File: config.mk
export PLATFORM = sky130hd
export DESIGN_NAME = bit_stream_serializer
export DESIGN_NICKNAME = d
export VERILOG_FILES = /design/src/rtl/bit_stream_serializer.sv
export SDC_FILE = /design/constraint.sdc
export NUM_CORES = 1
export LEC_CHECK = 0
export CELL_PAD_IN_SITES_DETAIL_PLACEMENT = 1
export CELL_PAD_IN_SITES_GLOBAL_PLACEMENT = 2
export CORE_AREA = 3 3 97 99
export DETAILED_ROUTE_END_ITERATION = 16
export DIE_AREA = 0 0 100 102
export GPL_TIMING_DRIVEN = 0
export PLACE_DENSITY = 0.76
export SYNTH_ARGS = -nofsm -noshare
export SYNTH_HDL_FRONTEND = slang
export SYNTH_SLANG_ARGS = --single-unit
File: constraint.sdc
create_clock -name clk_in -period 2.7 [get_ports clk_in]
set_input_delay 0.675 -clock clk_in [delete_from_list [all_inputs] [get_ports clk_in]]
set_output_delay 0.675 -clock clk_in [all_outputs]
set_load 0.05 [all_outputs]
File: src/rtl/bit_stream_serializer.sv
// Parallel-to-serial word source with a one-entry holding buffer and programmable bit period.
// Define SER_LSB_FIRST_EN to shift words out LSB-first instead of MSB-first.
module bit_stream_serializer #(
  parameter int DATA_W = 8,
  parameter int DIV_W  = 16
) (
  input  logic              clk_in,
  input  logic              rst_n_in,
  input  logic [DATA_W-1:0] tx_data,
  input  logic              tx_valid,
  output logic              tx_ready,
  input  logic [DIV_W-1:0]  bit_div,
  output logic              dout_bit,
  output logic              bit_stb,
  output logic              busy,
  output logic              frame_done
);

  localparam int IDX_W = $clog2(DATA_W);

  typedef enum logic [1:0] {IDLE = 2'd0, SHIFT = 2'd1} state_t;

  state_t             state, state_nxt;
  logic               hold_full;
  logic [DATA_W-1:0]  hold_data, shreg;
  logic [DIV_W-1:0]   div_q, cnt;
  logic [IDX_W-1:0]   bit_idx;
  logic               bit_end, last_bit, load;
  logic               first_bit, next_bit;
  logic [DATA_W-1:0]  load_rest, shreg_adv;

  assign tx_ready = !hold_full;
  assign bit_end  = (cnt == div_q);
  assign last_bit = bit_end && (bit_idx == IDX_W'(DATA_W - 1));
  // The shifter takes the buffered word from IDLE or at the end of the last bit (gapless reload).
  assign load     = hold_full && ((state == IDLE) || ((state == SHIFT) && last_bit));

`ifdef SER_LSB_FIRST_EN
  assign first_bit = hold_data[0];
  assign load_rest = hold_data >> 1;
  assign next_bit  = shreg[0];
  assign shreg_adv = shreg >> 1;
`else
  assign first_bit = hold_data[DATA_W-1];
  assign load_rest = hold_data << 1;
  assign next_bit  = shreg[DATA_W-1];
  assign shreg_adv = shreg << 1;
`endif

  always_comb begin
    state_nxt = IDLE;
    case (state)
      IDLE:    state_nxt = hold_full ? SHIFT : IDLE;
      SHIFT:   state_nxt = (last_bit && !hold_full) ? IDLE : SHIFT;
      default: state_nxt = IDLE;
    endcase
  end

  always_ff @(posedge clk_in or negedge rst_n_in) begin
    if (!rst_n_in) state <= IDLE;
    else           state <= state_nxt;
  end

  always_ff @(posedge clk_in or negedge rst_n_in) begin
    if (!rst_n_in) begin
      hold_full <= 1'b0;
      hold_data <= '0;
    end else if (tx_valid && !hold_full) begin
      hold_full <= 1'b1;
      hold_data <= tx_data;
    end else if (load) begin
      hold_full <= 1'b0;
    end
  end

  always_ff @(posedge clk_in or negedge rst_n_in) begin
    if (!rst_n_in) begin
      shreg      <= '0;
      div_q      <= '0;
      cnt        <= '0;
      bit_idx    <= '0;
      dout_bit   <= 1'b0;
      bit_stb    <= 1'b0;
      busy       <= 1'b0;
      frame_done <= 1'b0;
    end else begin
      bit_stb    <= 1'b0;
      frame_done <= (state == SHIFT) && last_bit;
      busy       <= (state_nxt != IDLE);
      if (load) begin
        shreg    <= load_rest;
        div_q    <= bit_div;
        cnt      <= '0;
        bit_idx  <= '0;
        dout_bit <= first_bit;
        bit_stb  <= 1'b1;
      end else if (state == SHIFT) begin
        if (last_bit) begin
          dout_bit <= 1'b0;
        end else if (bit_end) begin
          cnt      <= '0;
          bit_idx  <= bit_idx + 1'b1;
          dout_bit <= next_bit;
          shreg    <= shreg_adv;
          bit_stb  <= 1'b1;
        end else begin
          cnt <= cnt + 1'b1;
        end
      end else begin
        dout_bit <= 1'b0;
      end
    end
  end

endmodule

======== Word level (Yosys, flattened, before mapping) ========
Cells that the tools add are included.
cells by class
  add/sub/neg operators ................... 2
  eq/ne operators ......................... 5
  muxes and demuxes ....................... 25
  reduce and logical (&&, ||, !) cells .... 14
operator list
  kind                     count
  $mux W16                 4
  $mux W8                  4
  $add A16 B1 Y16 const B  1
  $eq A16 B16 Y1           1
  $mux W1                  12
  $mux W3                  4
  $reduce_bool A2 Y1       4
  $logic_and A1 B1 Y1      5
  $ne A4 B4 Y1 const B     1
  $pmux W2 S2              1
  $add A3 B1 Y3 const B    1
  $eq A3 B3 Y1 const B     1
  $reduce_and A3 Y1        1
  $eq A2 B1 Y1 const B     1
  $logic_not A2 Y1         1
  $ne A2 B1 Y1 const B     1
  $reduce_and A2 Y1        1
  $logic_not A1 Y1         1
  $logic_or A1 B1 Y1       1
storage, ports and cells
  flip-flop bits (word level) ............. 58
  input bits .............................. 27

======== Depth between registers and ports, before layout ========
  depth after elaboration ................. 7
  mapped depth ............................ 8

======== Worst setup path after synthesis ========
OpenSTA, ideal clock, no wires.
  kind .................................... register to register
  start point ............................. register, netlist name busy
  end point ............................... register cnt[12]
  library setup time ...................... 0.118 ns
  arrival ................................. 1.924 ns
  setup slack ............................. 0.658 ns
  cell stages (with the launch flop) ...... 6
  buffers on the path ..................... 1
  period minus slack after synthesis ...... 2.042 ns
  cell sequence ........................... dfrtp_1 -> clkinv_1 -> o21ai_0 -> clkbuf_1 -> mux2i_1 -> a21o_1
RTL lines
  item                    RTL line  source
  end signal: assignment  107       cnt <= cnt + 1'b1;
  end: declaration        26        logic [DIV_W-1:0] div_q, cnt;

======== Worst setup path after layout ========
  start point ............................. register hold_full
  end point ............................... output port tx_ready
on the way
  word-level cells in the longest chain between the ends .. 1
RTL lines
  item                      RTL line  source
  start: declaration        24        logic hold_full;
  start signal: assignment  66        hold_full <= 1'b0;
  start signal: assignment  69        hold_full <= 1'b1;
  start signal: assignment  72        hold_full <= 1'b0;
  $logic_not A1 Y1          32        assign tx_ready = !hold_full;
  end: declaration          11        output logic tx_ready,
Every way passes these cells.

==> impl_metrics.csv <==
group,metric,value,unit
critical_path,rr_startpoint,"bit_idx[0]",
critical_path,crit_type,"reg -> out",
sta,fin_worst_skew,12.9,ps
logic_synthesis,synth_edf_count,0,
drt,drtIter0Drc,76,
logic_synthesis,ys_warn_count,0,
finish,syn_to_final_growth,18.8,%
logic_synthesis,syn_avg_cell_area,10.1,sq um
placed_design,port-buffer-count,31,
logic_synthesis,synth_fa_ha_area_frac,0.0122,
logic_synthesis,synth-xor-area-share,0.0511,
logic_synthesis,yosysSeqAreaShare,0.446,
status,outcome,"finished, final reports clean",
critical_path,r2r_slack,260,ps
drt,post-route-drc-count,0,
cts,htreeDepth,2,
pwr,vdd_drop_max,0.241,mV
drt,drt-pass1-iter-count,4,
worst_hold_path,hp-class,"in -> async",
logic_synthesis,synth_top_family_by_area,"simple AND/OR/NAND/NOR gates",
critical_path,critical_path_arrival,1890,ps
drt,routed_wl,8440,um
grt,grt_max_degree,33,
floorplan,die-width,100,um
logic_synthesis,async_reset_ff_frac,1.00,
cts,cts-root-buf,"clkbuf_8",
grt,grt_pass1_wl,14700,um
logic_synthesis,synth_mux_area_frac,0.0901,
critical_path,r2r_end,"cnt[14]",
logic_synthesis,synth_seq_cells,55,
critical_path,start_kind,"flop",
grt,grt_pass1_vias,2724,
cts,cts-buffers-inserted,5,
drt,wl_per_cell,18.6,um
sta,hold_viol,0,
sta,min_period,2560,ps
floorplan,die_h,102,um
critical_path,reg2reg_depth,8,
finish,fin_util,0.424,
sta,period_share,0.950,
grt,antenna_found_initial,0,
drt,vias_per_cell,5.65,
finish,final_nets,375,
logic_synthesis,synth-simple-area-share,0.186,
critical_path,critPathRequiredTime,2030,ps
cts,cts_buffer_depth,2,
cts,postCtsHoldBufs,0,
cts,cts_tree,"yes",
critical_path,cp-end-kind,"output pin",
placed_design,pre_cts_ws,-44.1,ps
logic_synthesis,synth_compound_area_frac,0.172,
drt,ant_nets,0,
grt,track_usage,0.181,
finish,drive_above_1_share,0.116,
placed_design,globalplace.congestion,0.760,
job,maxCapViolations,0,
floorplan,coreArea,8640,sq um
sta,rsz0062_at_grt,"no",
cts,post_cts_buffers,0,
sta,setup_tns,0,ps
logic_synthesis,ys.flop_type,"dfrtp_1",
drt,num_vias,2564,
grt,gr-total-overflow,0,
finish,layout_commonest_cell,"dfrtp_1",
cts,worst_skew_pair.late_latency,330,ps
critical_path,critPathMaxFanout,10,
floorplan,rows,34,
placed_design,dpl.hpwl,6000,um
finish,n_antenna_cell,0,
finish,nFillCells,973,
floorplan,start_util,0.357,
sta,slew_headroom,0.514,
logic_synthesis,synth_area,3080,sq um
sta,worst_slack,136,ps
logic_synthesis,syn_inst,306,
pwr,power.density,525,nW/um^2
logic_synthesis,synthesis.nets,336,
cts,clk_transition_reported_paths,120,ps
sta,drv_slew,0,
logic_synthesis,synth_cell_type_count,38,
finish,layout_common_cells,"dfrtp_1, clkdlybuf4s50_1, nand3_1, nand2_1, nor3b_1",
pwr,total_power,1.92,mW
pwr,power.leakage,1.57,nW
floorplan,die-area,10200,sq um
floorplan,ios,32,
sta,worstMarginPinSlew,726,ps
sta,setup_violations,0,
cts,clock_sinks,55,
sta,max_clock_freq,0.390,GHz
[area by class of cell]
type,instances,area (sq um),area share
multi-input combinational,223,1590,0.435
sequential,55,1380,0.376
timing repair buffer,32,327,0.0892
tap,108,135,0.0369
buffer,21,105,0.0287
clock buffer,5,68.8,0.0188
inverter,7,30.0,0.00820
clock inverter,3,27.5,0.00752
[worst max-delay path: stages, from the launching register on]
cell and delay (ps):
dfrtp_1 570, clkinvlp_4 320, clkbuf_2 290, clkdlybuf4s15_2 380
[metal layers]
| metal | GRT usage | part of all wire | wire length (um) | vias to the layer above |
|---|---|---|---|---|
| met1 | 0.257 | 0.49 | 4150 | 1319 |
| met4 | 0.0373 | 0.0087 | 73 | 0 |
| met3 | 0.0307 | 0.018 | 154 | 6 |
| met5 | 0 | 0 | 0 | - |
| li1 | - | - | - | 1221 |
| met2 | 0.292 | 0.48 | 4060 | 18 |
[cell usage after synthesis (4+ instances only)]
| cell | instances | area (sq um) |
|---|---|---|
| a21o_1 | 12 | 90.1 |
| a21oi_1 | 17 | 85.1 |
| a221oi_1 | 15 | 131 |
| buf_2 | 4 | 20.0 |
| clkbuf_1 | 14 | 52.6 |
| dfrtp_1 | 55 | 1380 |
| inv_1 | 5 | 18.8 |
| mux2_2 | 14 | 158 |
| mux2i_1 | 12 | 120 |
| nand2_1 | 23 | 86.3 |
| nand3_1 | 24 | 120 |
| nand4_1 | 5 | 31.3 |
| nor2_1 | 7 | 26.3 |
| nor3_1 | 5 | 25.0 |
| nor3b_1 | 21 | 158 |
| o211ai_1 | 16 | 120 |
| o21ai_0 | 9 | 45.0 |
| xnor2_1 | 17 | 149 |
[kinds of logic (layout without fill, tap and decap cells)]
group,count (synthesis),count (layout)
flip-flops,55,55
multiplexers,26,26
XOR/XNOR,18,18
AND/OR/NAND/NOR,102,102
buffers and inverters,28,68
adder cells (fa/ha/maj),3,3
AO/OA/AOI/OAI,74,74
[stage by stage]
step	area (sq um)	instances	hold WS, ps
6_report	3660	454	365
5_1_grt	3660	454	385
4_1_cts	3650	454	381
3_5_place_dp	3540	446	489
3_3_place_gp	3530	445	479
2_1_floorplan	3080	306	379
[worst max-delay path by stage]
stage | startpoint | endpoint | slack [ps] | cells past startpoint
after detailed placement | hold_full | tx_ready | -40 | 3
final | hold_full | tx_ready | 140 | 3
after floorplan | busy | cnt[12] | 660 | 5
after global routing | hold_full | tx_ready | 20 | 3
after CTS | bit_idx[0] | cnt[13] | 9 | 7
after global placement | rst_n_in | div_q[3] | -960 | 1
[state kept, by name (all words and copies together) (netlist names)]
signal      flops
dout_bit        1
busy            1
hold_data       8
bit_idx         3
hold_full       1
frame_done      1
cnt            16
shreg           7
bit_stb         1
div_q          16
[where the power goes]
group	internal (mW)	switching [mW]	total [mW]
clock network	0.192	0.314	0.505
logic	0.188	0.149	0.337
registers	0.949	0.132	1.08
total	1.33	0.594	1.92
[what timing repair did]
| item | in CTS | in global routing |
|---|---|---|
| pin swaps | 0 | 1 |
| endpoints found under the setup margin | 2 | 14 |
| gates resized for setup | 4 | 8 |
| cloned | 0 | 0 |
Note: power is estimated with default switching activity, not from simulation.
